<file path="src/rtl/dma_fifo_pkg.sv">
// dma_fifo_pkg
//   Shared definitions for the DMA async FIFO read and write pointer
//   controllers: default pointer width, FIFO depth and the binary-to-Gray
//   helper used when publishing a pointer to the opposite clock domain.
package dma_fifo_pkg;

    localparam int FIFO_PTR = 4;
    localparam int DEPTH    = 2 ** FIFO_PTR;

    // Width-generic Gray encode; callers cast to their pointer width.
    function automatic logic [31:0] bin2gray(input logic [31:0] b);
        return b ^ (b >> 1);
    endfunction

endpackage

</file>
<file path="src/rtl/gray_to_binary.sv">
// gray_to_binary
//   Combinational Gray-to-binary decoder for a PTR+1 bit FIFO pointer.
//   Ports:
//     gray  in   PTR+1  Gray-coded pointer
//     bin   out  PTR+1  binary equivalent
module gray_to_binary #(
    parameter int PTR = 4
) (
    input  logic [PTR:0] gray,
    output logic [PTR:0] bin
);

    // Each binary bit is the XOR of all Gray bits at or above it.
    always_comb begin
        bin      = '0;
        bin[PTR] = gray[PTR];
        for (int i = PTR - 1; i >= 0; i--) begin
            bin[i] = bin[i+1] ^ gray[i];
        end
    end

endmodule

</file>
<file path="src/rtl/fifo_rd_ptr_ctrl.sv">
// fifo_rd_ptr_ctrl
//   Read-side pointer and flag controller of the DMA async FIFO, clocked in
//   the read domain. Keeps the binary read pointer, publishes its registered
//   Gray form to the write domain, synchronises the write Gray pointer through
//   two flops and produces registered empty / almost_empty / fill level.
//   Ports:
//     clk            in   1      read-domain clock
//     rst            in   1      synchronous active-high reset
//     rd_en          in   1      read request
//     wr_gray_async  in   PTR+1  Gray write pointer from the write domain
//     rd_ack         out  1      read accepted this cycle (combinational)
//     rd_addr        out  PTR    RAM read address
//     rd_gray        out  PTR+1  registered Gray read pointer
//     empty          out  1      registered empty flag
//     almost_empty   out  1      registered, level <= ALMOST_EMPTY_TH
//     rd_level       out  PTR+1  registered fill level, 0 .. 2**PTR
//     underflow      out  1      pulse the cycle after a refused read
module fifo_rd_ptr_ctrl
    import dma_fifo_pkg::*;
#(
    parameter int PTR             = FIFO_PTR,
    parameter int ALMOST_EMPTY_TH = 2
) (
    input  logic         clk,
    input  logic         rst,
    input  logic         rd_en,
    input  logic [PTR:0] wr_gray_async,
    output logic         rd_ack,
    output logic [PTR-1:0] rd_addr,
    output logic [PTR:0] rd_gray,
    output logic         empty,
    output logic         almost_empty,
    output logic [PTR:0] rd_level,
    output logic         underflow
);

    localparam logic [PTR:0] AE_TH = (PTR + 1)'(ALMOST_EMPTY_TH);

    if (ALMOST_EMPTY_TH < 0 || ALMOST_EMPTY_TH >= (1 << PTR)) begin : g_bad_th
        $error("fifo_rd_ptr_ctrl: ALMOST_EMPTY_TH must be in 0 .. 2**PTR-1");
    end

    logic [PTR:0] rd_bin;
    logic [PTR:0] rd_bin_next;
    logic [PTR:0] rd_gray_next;
    logic [PTR:0] wq1;
    logic [PTR:0] wq2;
    logic [PTR:0] wr_bin_s;
    logic [PTR:0] level_next;
    logic         fire;

    gray_to_binary #(.PTR(PTR)) u_g2b (
        .gray (wq2),
        .bin  (wr_bin_s)
    );

    assign fire    = rd_en & ~empty;
    assign rd_ack  = fire;
    assign rd_addr = rd_bin[PTR-1:0];

    // Flags are computed from the next-state pointer so a read of the last
    // entry shows empty on the very next edge; no stale second read can fire.
    always_comb begin
        rd_bin_next  = rd_bin + {{PTR{1'b0}}, fire};
        rd_gray_next = (PTR + 1)'(bin2gray(32'(rd_bin_next)));
        // Modulo PTR+1 subtraction stays correct across pointer wrap.
        level_next   = wr_bin_s - rd_bin_next;
    end

    always_ff @(posedge clk) begin
        if (rst) begin
            rd_bin       <= '0;
            rd_gray      <= '0;
            wq1          <= '0;
            wq2          <= '0;
            rd_level     <= '0;
            underflow    <= 1'b0;
            empty        <= 1'b1;
            almost_empty <= 1'b1;
        end else begin
            rd_bin       <= rd_bin_next;
            rd_gray      <= rd_gray_next;
            wq1          <= wr_gray_async;
            wq2          <= wq1;
            empty        <= (rd_gray_next == wq2);
            rd_level     <= level_next;
            almost_empty <= (level_next <= AE_TH);
            underflow    <= rd_en & empty;
        end
    end

endmodule

</file>
<file path="config.mk">
export PLATFORM = sky130hd
export DESIGN_NAME = fifo_rd_ptr_ctrl
export DESIGN_NICKNAME = d
export VERILOG_FILES = /design/src/rtl/dma_fifo_pkg.sv /design/src/rtl/gray_to_binary.sv /design/src/rtl/fifo_rd_ptr_ctrl.sv
export SDC_FILE = /design/constraint.sdc
export NUM_CORES = 1
export LEC_CHECK = 0
export ABC_AREA = 1
export BUFFER_PORTS_ARGS = -buffer_cell sky130_fd_sc_hd__buf_2
export CORE_AREA = 2 2 55 57
export DETAILED_ROUTE_END_ITERATION = 8
export DIE_AREA = 0 0 57 59
export GPL_TIMING_DRIVEN = 0
export PLACE_DENSITY = 0.8
export SETUP_SLACK_MARGIN = 0.5
export SYNTH_ARGS = -nofsm -noshare
export SYNTH_HDL_FRONTEND = slang
export SYNTH_HIERARCHICAL = 1
export SYNTH_SLANG_ARGS = --single-unit
</file>
<file path="constraint.sdc">
create_clock -name clk -period 2.78 [get_ports clk]
set_input_delay 0.139 -clock clk [delete_from_list [all_inputs] [get_ports clk]]
set_output_delay 0.139 -clock clk [all_outputs]
set_load 0.05 [all_outputs]
</file>
======== Yosys cells after proc, flatten, opt, wreduce, memory -nomap -nowiden ========
Index checks and enable logic that the tools add are counted.
storage, ports and cells
  bits in registers ....................... 28
  bits in latches ......................... 0
  memory bits (writable) .................. 0
  bits in read-only memories .............. 0
  output and inout port bits .............. 18
  memories ................................ 0
cells by class
  add/subtract/negate cells ............... 2
  $mul .................................... 0
  div/mod/pow operators ................... 0
  order comparisons ....................... 1
  equal/unequal tests ..................... 1
  shift operators ......................... 0
  muxes and demuxes ....................... 0
  bitwise operators ....................... 8
  reduce and logical (&&, ||, !) cells .... 0
operators by type and width
  cell                  count
  $add A5 B1 Y5         1
  $eq A5 B5 Y1          1
  $le A5 B2 Y1 const B  1
  $sub A5 B5 Y5         1
  $xor A5 B4 Y5         1
  $xor A1 B1 Y1         4
  $and A1 B1 Y1         2
  $not A1 Y1            1

======== Longest topological paths before layout ========
Gate-level depths: netlist (run 1).
  depth after elaboration ................. 6
  gate-level depth with buffers ........... 19
  depth with buffers taken out ............ 19

======== Hierarchy ========
Netlist (run 1), hierarchy kept.
modules (own cells, without submodules)
  module            instances  cells each  area an instance (um^2)  seq. area each (um^2)
  fifo_rd_ptr_ctrl  1          186         1297.5                   540.5
  gray_to_binary    1          24          127.6                    0.0

======== Worst setup path after synthesis (run 1) ========
No wires, ideal clock.
  path type ............................... reg2reg
  start point ............................. register empty
  end point ............................... register almost_empty
  setup time .............................. 0.112 ns
  arrival time ............................ 2.233 ns
  required time ........................... 2.668 ns
  setup slack ............................. 0.436 ns
  cell stages (with the launch flop) ...... 17
  path buffers ............................ 0
  period minus slack after synthesis ...... 2.344 ns
  path through ............................ dfxtp_1 -> inv_1 -> nand3_1 -> inv_1 -> ha_1 -> inv_1 -> nand2_1 -> and2_1 -> ha_1 -> inv_1 -> nand2_1 -> nand2_1 -> nand2_1 -> nand2_1 -> nand2_1 -> nor2_2 -> nor2_2
between the ends
  cells in the longest elaborated chain, start to end .. 5
ends and longest elaborated chain
  element                   line                    source
  start: declaration        fifo_rd_ptr_ctrl.sv:31  output logic empty,
  start signal: assignment  fifo_rd_ptr_ctrl.sv:85  empty <= (rd_gray_next == wq2);
  $not A1 Y1                fifo_rd_ptr_ctrl.sv:57  assign fire = rd_en & ~empty;
  $and A1 B1 Y1             fifo_rd_ptr_ctrl.sv:57
  $add A5 B1 Y5             fifo_rd_ptr_ctrl.sv:64  rd_bin_next = rd_bin + {{PTR{1'b0}}, fire};
  $sub A5 B5 Y5             fifo_rd_ptr_ctrl.sv:67  level_next = wr_bin_s - rd_bin_next;
  $le A5 B2 Y1              fifo_rd_ptr_ctrl.sv:87  almost_empty <= (level_next <= AE_TH);
  end signal: assignment    fifo_rd_ptr_ctrl.sv:87
  end: declaration          fifo_rd_ptr_ctrl.sv:32  output logic almost_empty,
No other way between the ends.
A chain may end at the register's enable or synchronous reset.

======== Final worst setup path (run 1) ========
Ends and elaborated chain as after synthesis.

==> results of run 1 <==
-- how the worst max path moves through the flow --
stage,endpoint,cells past startpoint,slack [ps],startpoint
floorplan,almost_empty,15,510,rd_bin[0]
global placement,almost_empty,16,680,empty
detailed placement,almost_empty,16,650,empty
CTS,almost_empty,16,630,empty
global route,almost_empty,17,510,wq2[4]
finish,almost_empty,16,760,empty
-- timing repair --
action,in CTS,in global routing
setup buffers,0,1
resized for setup,0,11
endpoints found under the setup margin,0,2
hold buffers,5,0
hold endpoints to repair,5,0
-- cell type report --
class,count,share of cell area [%]
Multi-Input combinational cell,137,42.9
Sequential cell,27,32.4
Buffer,4,1.10
Clock inverter,1,0.295
Clock buffer,3,1.33
Inverter,42,9.28
Tap cell,31,2.28
Timing Repair Buffer,30,10.5
-- cell usage after synthesis --
cell,n
sky130_fd_sc_hd__xor2_1,1
sky130_fd_sc_hd__nor2_1,20
sky130_fd_sc_hd__nand3_4,2
sky130_fd_sc_hd__a21oi_2,1
sky130_fd_sc_hd__o21bai_1,3
sky130_fd_sc_hd__dfxtp_1,27
sky130_fd_sc_hd__nand2_1,54
sky130_fd_sc_hd__nor2_2,6
sky130_fd_sc_hd__nand4_1,3
sky130_fd_sc_hd__nand3_1,24
sky130_fd_sc_hd__ha_1,4
sky130_fd_sc_hd__nand3_2,1
sky130_fd_sc_hd__nor3_1,2
sky130_fd_sc_hd__buf_4,1
sky130_fd_sc_hd__inv_2,2
sky130_fd_sc_hd__clkbuf_1,3
sky130_fd_sc_hd__nand2_4,3
sky130_fd_sc_hd__and2_1,1
sky130_fd_sc_hd__a21oi_1,5
sky130_fd_sc_hd__nand2_2,7
sky130_fd_sc_hd__inv_1,40
-- state kept, by name, indices dropped and copies added (netlist names) --
register	flops
almost_empty	1
wq2	5
rd_bin	4
rd_level	5
wq1	5
empty	1
rd_gray	5
underflow	1
-- logic make-up (layout without fill, tap and decap cells) --
kind of cell    Yosys count  count (layout)  synth area share (%)
flops                    27              27                  37.9
compound gates            9               9                  3.95
buf+inv                  46              80                  12.4
xor+xnor                  1               1                 0.615
simple gates            123             123                  41.6
fa+ha+maj                 4               4                  3.51
-- cells in the final DEF (no fill, tap or decap), types with 2 or more instances in the layout --
cell type | Yosys | final
sky130_fd_sc_hd__ha_1 | 4 | 4
sky130_fd_sc_hd__inv_2 | 2 | 4
sky130_fd_sc_hd__dfxtp_4 | 0 | 2
sky130_fd_sc_hd__nand2_2 | 7 | 7
sky130_fd_sc_hd__inv_1 | 40 | 38
sky130_fd_sc_hd__dfxtp_2 | 0 | 2
sky130_fd_sc_hd__nor2_2 | 6 | 6
sky130_fd_sc_hd__nor2_1 | 20 | 20
sky130_fd_sc_hd__nand4_1 | 3 | 3
sky130_fd_sc_hd__clkbuf_4 | 0 | 3
sky130_fd_sc_hd__buf_2 | 0 | 24
sky130_fd_sc_hd__nor3_1 | 2 | 2
sky130_fd_sc_hd__dfxtp_1 | 27 | 23
sky130_fd_sc_hd__nand2_1 | 54 | 53
sky130_fd_sc_hd__nand2_4 | 3 | 4
sky130_fd_sc_hd__dlygate4sd3_1 | 0 | 5
sky130_fd_sc_hd__nand3_1 | 24 | 23
sky130_fd_sc_hd__a21oi_1 | 5 | 5
sky130_fd_sc_hd__buf_4 | 1 | 2
sky130_fd_sc_hd__clkbuf_1 | 3 | 3
sky130_fd_sc_hd__nand3_4 | 2 | 3
sky130_fd_sc_hd__o21bai_1 | 3 | 3
-- metal layers --
| metal | track usage, % | part of all wire [%] | vias up |
|---|---|---|---|
| li1 | - | - | 708 |
| met5 | 0 | 0 | - |
| met4 | 4.98 | 0.80 | 0 |
| met2 | 31.2 | 49 | 30 |
| met1 | 22.0 | 45 | 559 |
| met3 | 2.62 | 4.3 | 2 |
-- stage by stage --
| step | setup slack, ps | total power [uW] | instance area (sq um) | utilization [%] |
|---|---|---|---|---|
| after floorplan | 509 | 637 | 1430 | - |
| after global placement | 679 | 681 | 1590 | 58.5 |
| after detailed placement | 652 | 683 | 1590 | 58.5 |
| after CTS | 631 | 858 | 1660 | 61.4 |
| after global routing | 508 | 913 | 1700 | 62.7 |
| final | 764 | 848 | 1700 | 62.7 |
-- power breakdown --
group / internal, uW / leakage, uW / switching, uW
Sequential: 416 / 0.000224 / 13.5
Combinational: 78.4 / 0.000665 / 177
Clock: 53.8 / 0.0000177 / 110
-- critical path, stage by stage, from the launching register on --
cell and delay, ps:
sky130_fd_sc_hd__dfxtp_4 390, sky130_fd_sc_hd__inv_2 50, sky130_fd_sc_hd__nand3_4 90, sky130_fd_sc_hd__inv_1 50, sky130_fd_sc_hd__ha_1 330, sky130_fd_sc_hd__inv_2 90
sky130_fd_sc_hd__nand2_1 60, sky130_fd_sc_hd__and2_1 160, sky130_fd_sc_hd__ha_1 180, sky130_fd_sc_hd__inv_1 100, sky130_fd_sc_hd__nand2_1 60, sky130_fd_sc_hd__nand2_1 50
sky130_fd_sc_hd__nand2_1 60, sky130_fd_sc_hd__nand2_1 60, sky130_fd_sc_hd__nand2_1 60, sky130_fd_sc_hd__nor2_2 100, sky130_fd_sc_hd__nor2_2 40
==> flow_summary.rst, run 1 <==
.. list-table::
   :header-rows: 1

   * - Metric
     - Value
   * - Clock transition time at the flip-flop clock pins of the worst setup and hold paths
     - 140 ps
   * - Arrival @ worst endpoint
     - 2240 ps
   * - Setup violators final
     - 0
   * - Width of the die
     - 57 um
   * - Number of DRC markers in iteration 0
     - 51
   * - Count of non-filler cells in the finished layout
     - 275
   * - Depth of the worst hold-timing path
     - 3
   * - Num CTS Buffers
     - 3
   * - Highest clock rate
     - 496 MHz
   * - Synth cell types
     - 21
   * - # port buffers
     - 24
   * - Worst hold endpoint
     - underflow
   * - Destination of the worst register-to-register timing path
     - almost_empty
   * - Syn avg cell area
     - 6.79 sq um
   * - CTS max path bufs
     - 2
   * - Htree depth
     - 1
   * - Routed via count
     - 1299
   * - DRC violation count after routing
     - 0
   * - Number of standard cells after synthesis
     - 210
   * - Post-synthesis sequential element count
     - 27
   * - Number of detailed-route iterations in the first pass
     - 4
   * - Pin count of the biggest net entering global routing
     - 16
   * - Sink Count
     - 27
   * - CTS tree
     - built
   * - Largest cells by area after synthesis
     - sky130_fd_sc_hd__dfxtp_1, sky130_fd_sc_hd__nand2_1, sky130_fd_sc_hd__inv_1
   * - Global-route wire length before repair
     - 4620 um
   * - Unrepaired setup endpoints after global routing
     - no
   * - Routed length per instance
     - 9.52 um
   * - Row Count
     - 19
   * - Die outline area
     - 3360 sq um
   * - Share of cells above drive strength 1
     - 24.6%
   * - Last weighted congestion value of the routability-driven placer
     - 0.860
   * - Pwr Density
     - 499 nW/um^2
   * - Worst min-delay path category
     - input port to register
   * - Final-layout fill cell count
     - 244
   * - Peak supply drop
     - 0.405 mV
   * - Overflow after GRT
     - 0
   * - Transition at the pin with the smallest max-transition slack
     - 473 ps
   * - Area of the multi-input gates
     - 728 sq um
   * - Setup TNS
     - 0 ps
   * - Diodes inserted
     - 0
   * - Type of the setup path with the least slack
     - register to register
   * - Worst hold start
     - rd_en
   * - GRT Resource Usage Total
     - 17.5%
   * - Final period util
     - 72.5%
   * - Antenna violations before repair
     - 0
   * - CP Launch Type
     - register
   * - Static leakage
     - 0.000907 uW
   * - Final Max Slew Viols
     - 0
   * - Worst R2R Setup Slack
     - 760 ps
   * - Post-synthesis cell area
     - 1430 sq um
   * - Final-stage net count
     - 257
   * - Sequential share of the synthesized area
     - 37.9%
   * - Vias per cell
     - 4.72
   * - Layout Skew
     - 6.49 ps
   * - Die Y
     - 59 um
   * - Combined flip-flop and latch cell area
     - 551 sq um
   * - Endpoint kind of the worst setup timing path
     - register
   * - Core area
     - 2710 sq um
   * - DP Wirelength
     - 1960 um
   * - Post-synth top area cell
     - sky130_fd_sc_hd__dfxtp_1
   * - Depth of the worst register-to-register path
     - 16
   * - Number of maximum-capacitance constraint violations
     - 0
   * - Cell total after placement
     - 265
   * - Tightest slew margin relative to the limit
     - 68.5%
   * - Result of the run
     - finished, final reports clean
   * - Hold Vio Cnt, Final
     - 0
   * - I/O pin total
     - 26
   * - Wire length after detailed routing
     - 2620 um
   * - Count of synthesis-stage warnings from yosys
     - 6
   * - Area Overhead vs Synth
     - 19.2%
   * - Worst hold margin
     - 136 ps
   * - Master cell of the clock root buffer
     - sky130_fd_sc_hd__clkbuf_4
   * - Number of global-route vias before repair
     - 1131
   * - Synthesized net count
     - 222
   * - Initial cell density of the core
     - 52.6%
   * - Worst-path maximum fanout
     - 4
   * - Required time at the endpoint of the critical path
     - 3010 ps
   * - Remaining antenna violation count
     - 0
   * - Clock period minus worst slack
     - 2020 ps
   * - Clock latency on the worst-skew pair
     - 310 ps
   * - Worst reg2reg startpoint
     - empty
   * - Yosys top cell area share
     - 37.9%
No activity file was read; power rests on OpenSTA's default activity.
==> run 2, diff against run 1 <==
Settings changed: CORE_AREA 2 2 55 57 to 2 2 57 59, DIE_AREA 0 0 57 59 to 0 0 59 61, PLACE_DENSITY 0.8 to 0.78.
Clock period 2.78 ns to 1.7 ns, I/O delays scaled along.
==> run 2 against run 1 <==
Effect of this change:
- the run now ends with negative setup slack left
- critical path depth grew 3
- design area is 22% higher
- fmax up 8.9%
- register-to-register slack worse by 910 ps
- clock power grew 66%
- worst setup slack lost 910 ps
- clock skew shrank 4.2 ps
- core utilization increased by 7.5 points
- cell count up 4.7%
- sequential power increased by 64%
- sequential cell count unchanged
- global-route usage increased by 1.4 points
- largest cell class unchanged
==> flow_summary.rst, run 2 (synthesis gave the netlist of run 1 again) <==
.. list-table::
   :header-rows: 1

   * - Metric
     - Value
   * - Most frequent cells in the layout
     - sky130_fd_sc_hd__nand2_1, sky130_fd_sc_hd__inv_1, sky130_fd_sc_hd__dfxtp_1, sky130_fd_sc_hd__buf_2, sky130_fd_sc_hd__nor2_1
   * - Core area
     - 2950 sq um (+9.0%)
   * - Row Count
     - 20 (+1)
   * - Number of maximum-capacitance constraint violations
     - 0 (unchanged)
   * - Power after layout
     - 1510 uW (+78%)
   * - Unrepaired setup endpoints after global routing
     - yes
   * - GRT Resource Usage Total
     - 18.9% (+1.4 points)
   * - Die outline area
     - 3600 sq um (+7.0%)
   * - Layout Skew
     - 2.26 ps (-4.23 ps)
   * - Max incr delay on CP
     - 410 ps (+20 ps)
   * - Instance area after placement
     - 1710 sq um (+7.6%)
   * - Largest delay contributor family on the critical path
     - simple AND/OR/NAND/NOR gates
   * - Sink Count
     - 27 (unchanged)
   * - Num CTS Buffers
     - 3 (unchanged)
   * - Antenna violations before repair
     - 0 (unchanged)
   * - Worst-path maximum fanout
     - 4 (unchanged)
   * - Setup violators final
     - 3 (+3)
   * - Share of cells above drive strength 1
     - 45.5% (+21 points)
   * - Number of buffers and inverters on the critical path
     - 4 (unchanged)
   * - Vias per cell
     - 4.86 (+3.0%)
   * - CP max-delay cell
     - sky130_fd_sc_hd__dfxtp_4
   * - Static leakage
     - 0.00101 uW (+11%)
   * - DRC violation count after routing
     - 0 (unchanged)
   * - Width of the die
     - 59 um (+3.5%)
   * - Pin count of the biggest net entering global routing
     - 15 (-1)
   * - Number of detailed-route iterations in the first pass
     - 4 (unchanged)
   * - Number of DRC markers in iteration 0
     - 38 (-25%)
   * - Initial cell density of the core
     - 48.3% (-4.3 points)
   * - Remaining antenna violation count
     - 0 (unchanged)
   * - Arrival @ worst endpoint
     - 2090 ps (-150 ps)
   * - CTS tree
     - built
   * - Highest clock rate
     - 540 MHz (+8.9%)
   * - I/O pin total
     - 26 (unchanged)
   * - Worst min-delay path category
     - input port to register
   * - Area Overhead vs Synth
     - 45.4%
   * - Post-route worst setup slack
     - -151 ps (-915 ps)
   * - Transition at the pin with the smallest max-transition slack
     - 550 ps (+76.9 ps)
   * - Critical Path Most Common Cell
     - sky130_fd_sc_hd__nand2_1
   * - Clock latency on the worst-skew pair
     - 320 ps (about the same)
   * - Endpoint kind of the worst setup timing path
     - register
   * - Type of the setup path with the least slack
     - register to register
   * - DP Wirelength
     - 2130 um (+8.5%)
   * - Overflow after GRT
     - 0 (unchanged)
   * - Global-route wire length before repair
     - 5120 um (+11%)
   * - Clock transition time at the flip-flop clock pins of the worst setup and hold paths
     - 140 ps (about the same)
   * - CP Launch Type
     - register
   * - Final period util
     - 109% (+36 points)
   * - Required time at the endpoint of the critical path
     - 1940 ps (-1070 ps)
   * - Last weighted congestion value of the routability-driven placer
     - 0.895 (+4.0%)
   * - Result of the run
     - complete, but fails checks
   * - Final Max Slew Viols
     - 0 (unchanged)
   * - Cell area after layout
     - 2070 sq um (+22%)
   * - Diodes inserted
     - 0 (unchanged)
   * - Final-stage net count
     - 268 (+4.3%)
   * - Htree depth
     - 1 (unchanged)
   * - Die Y
     - 61 um (+3.4%)
   * - Pwr Density
     - 728 nW/um^2 (+46%)
   * - Peak supply drop
     - 0.385 mV (-4.9%)
   * - Leading cell type in the layout, fill and taps excluded
     - sky130_fd_sc_hd__nand2_1
   * - Hold Vio Cnt, Final
     - 0 (unchanged)
   * - Wire length after detailed routing
     - 3210 um (+22%)
   * - Tightest slew margin relative to the limit
     - 63.4% (-5.1 points)
   * - Routed length per instance
     - 11.1 um (+17%)
   * - # port buffers
     - 24 (unchanged)
   * - CTS max path bufs
     - 2 (unchanged)
   * - Number of global-route vias before repair
     - 1289 (+14%)
   * - Clock period minus worst slack
     - 1850 ps (-165 ps)
   * - Crit-path cells
     - inv_4 > nand2_4 > nand3_4 > nand2_4 > nand2_4 > nand3_2 > nand2_2 > inv_2 > ha_4 > inv_4 > ha_4 > inv_4 > nand2_2 > nand2_1 > nand2_1 > nand2_1 > nand2_1 > nor2_2 > nor2_2
   * - DP Worst Slack
     - -188 ps (-840 ps)
   * - Post-layout utilization of the core
     - 70.2% (+7.5 points)
   * - Violated checks
     - negative setup slack
   * - Routed via count
     - 1401 (+7.9%)
   * - Master cell of the clock root buffer
     - sky130_fd_sc_hd__clkbuf_4
run 2: cell count changes in the layout (fill, tap and decap cells not counted), sizes merged:
cell    previous run  this run
clkbuf             6         9
buf               26        35
clkinv             1         0
run 2: stage by stage:
stage	TNS [ps]	cells	hold WS, ps
floorplan	-226	210	192
global placement	-215	267	282
detailed placement	-304	267	293
CTS	-189	285	95.8
global route	-850	288	119
finish	-287	288	112
run 2: final timing paths:
| kind | start | slack, ps | cells after the start | end |
|---|---|---|---|---|
| setup / recovery | wq2[3] | -150 | 19 | almost_empty |
| hold / removal | rd_en | 110 | 3 | underflow |
| setup reg to reg | wq2[3] | -150 | 19 | almost_empty |
| hold reg to reg | wq1[3] | 400 | 2 | wq2[3] |
run 2: routing by layer:
metal | GRT usage, % | vias up | wire, um
met5 | 0 | - | 0
li1 | - | 729 | -
met1 | 22.2 | 626 | 1320
met4 | 11.0 | 0 | 102
met3 | 2.56 | 9 | 110
met2 | 32.9 | 37 | 1680
run 2: layout make-up:
| cell class | count | area, sq um |
|---|---|---|
| clock buffers | 4 | 26.3 |
| plain buffers | 4 | 18.8 |
| multi-input cells | 137 | 955 |
| well taps | 33 | 41.3 |
| repair buffers | 41 | 297 |
| fillers | 238 | 881 |
| flip-flops and latches | 27 | 562 |
| inverters | 42 | 173 |
run 2: worst min-delay path, delay by kind of cell:
kind | cells | cell delay, ps
buffers and inverters | 2 | 260
AND/OR/NAND/NOR | 1 | 60
run 2: report_power, final:
group / total, uW / switching (uW) / internal (uW)
Combinational: 532 / 337 / 196
Clock: 272 / 180 / 91.9
Sequential: 704 / 26.1 / 678
run 2: what timing repair did:
action	in CTS	in global routing
resized for setup	27	25
cloned	0	0
pin swaps	13	20
endpoints found under the hold margin	5	0
endpoints found under the setup margin	12	15
hold buffers	5	0
buffers inserted	9	3
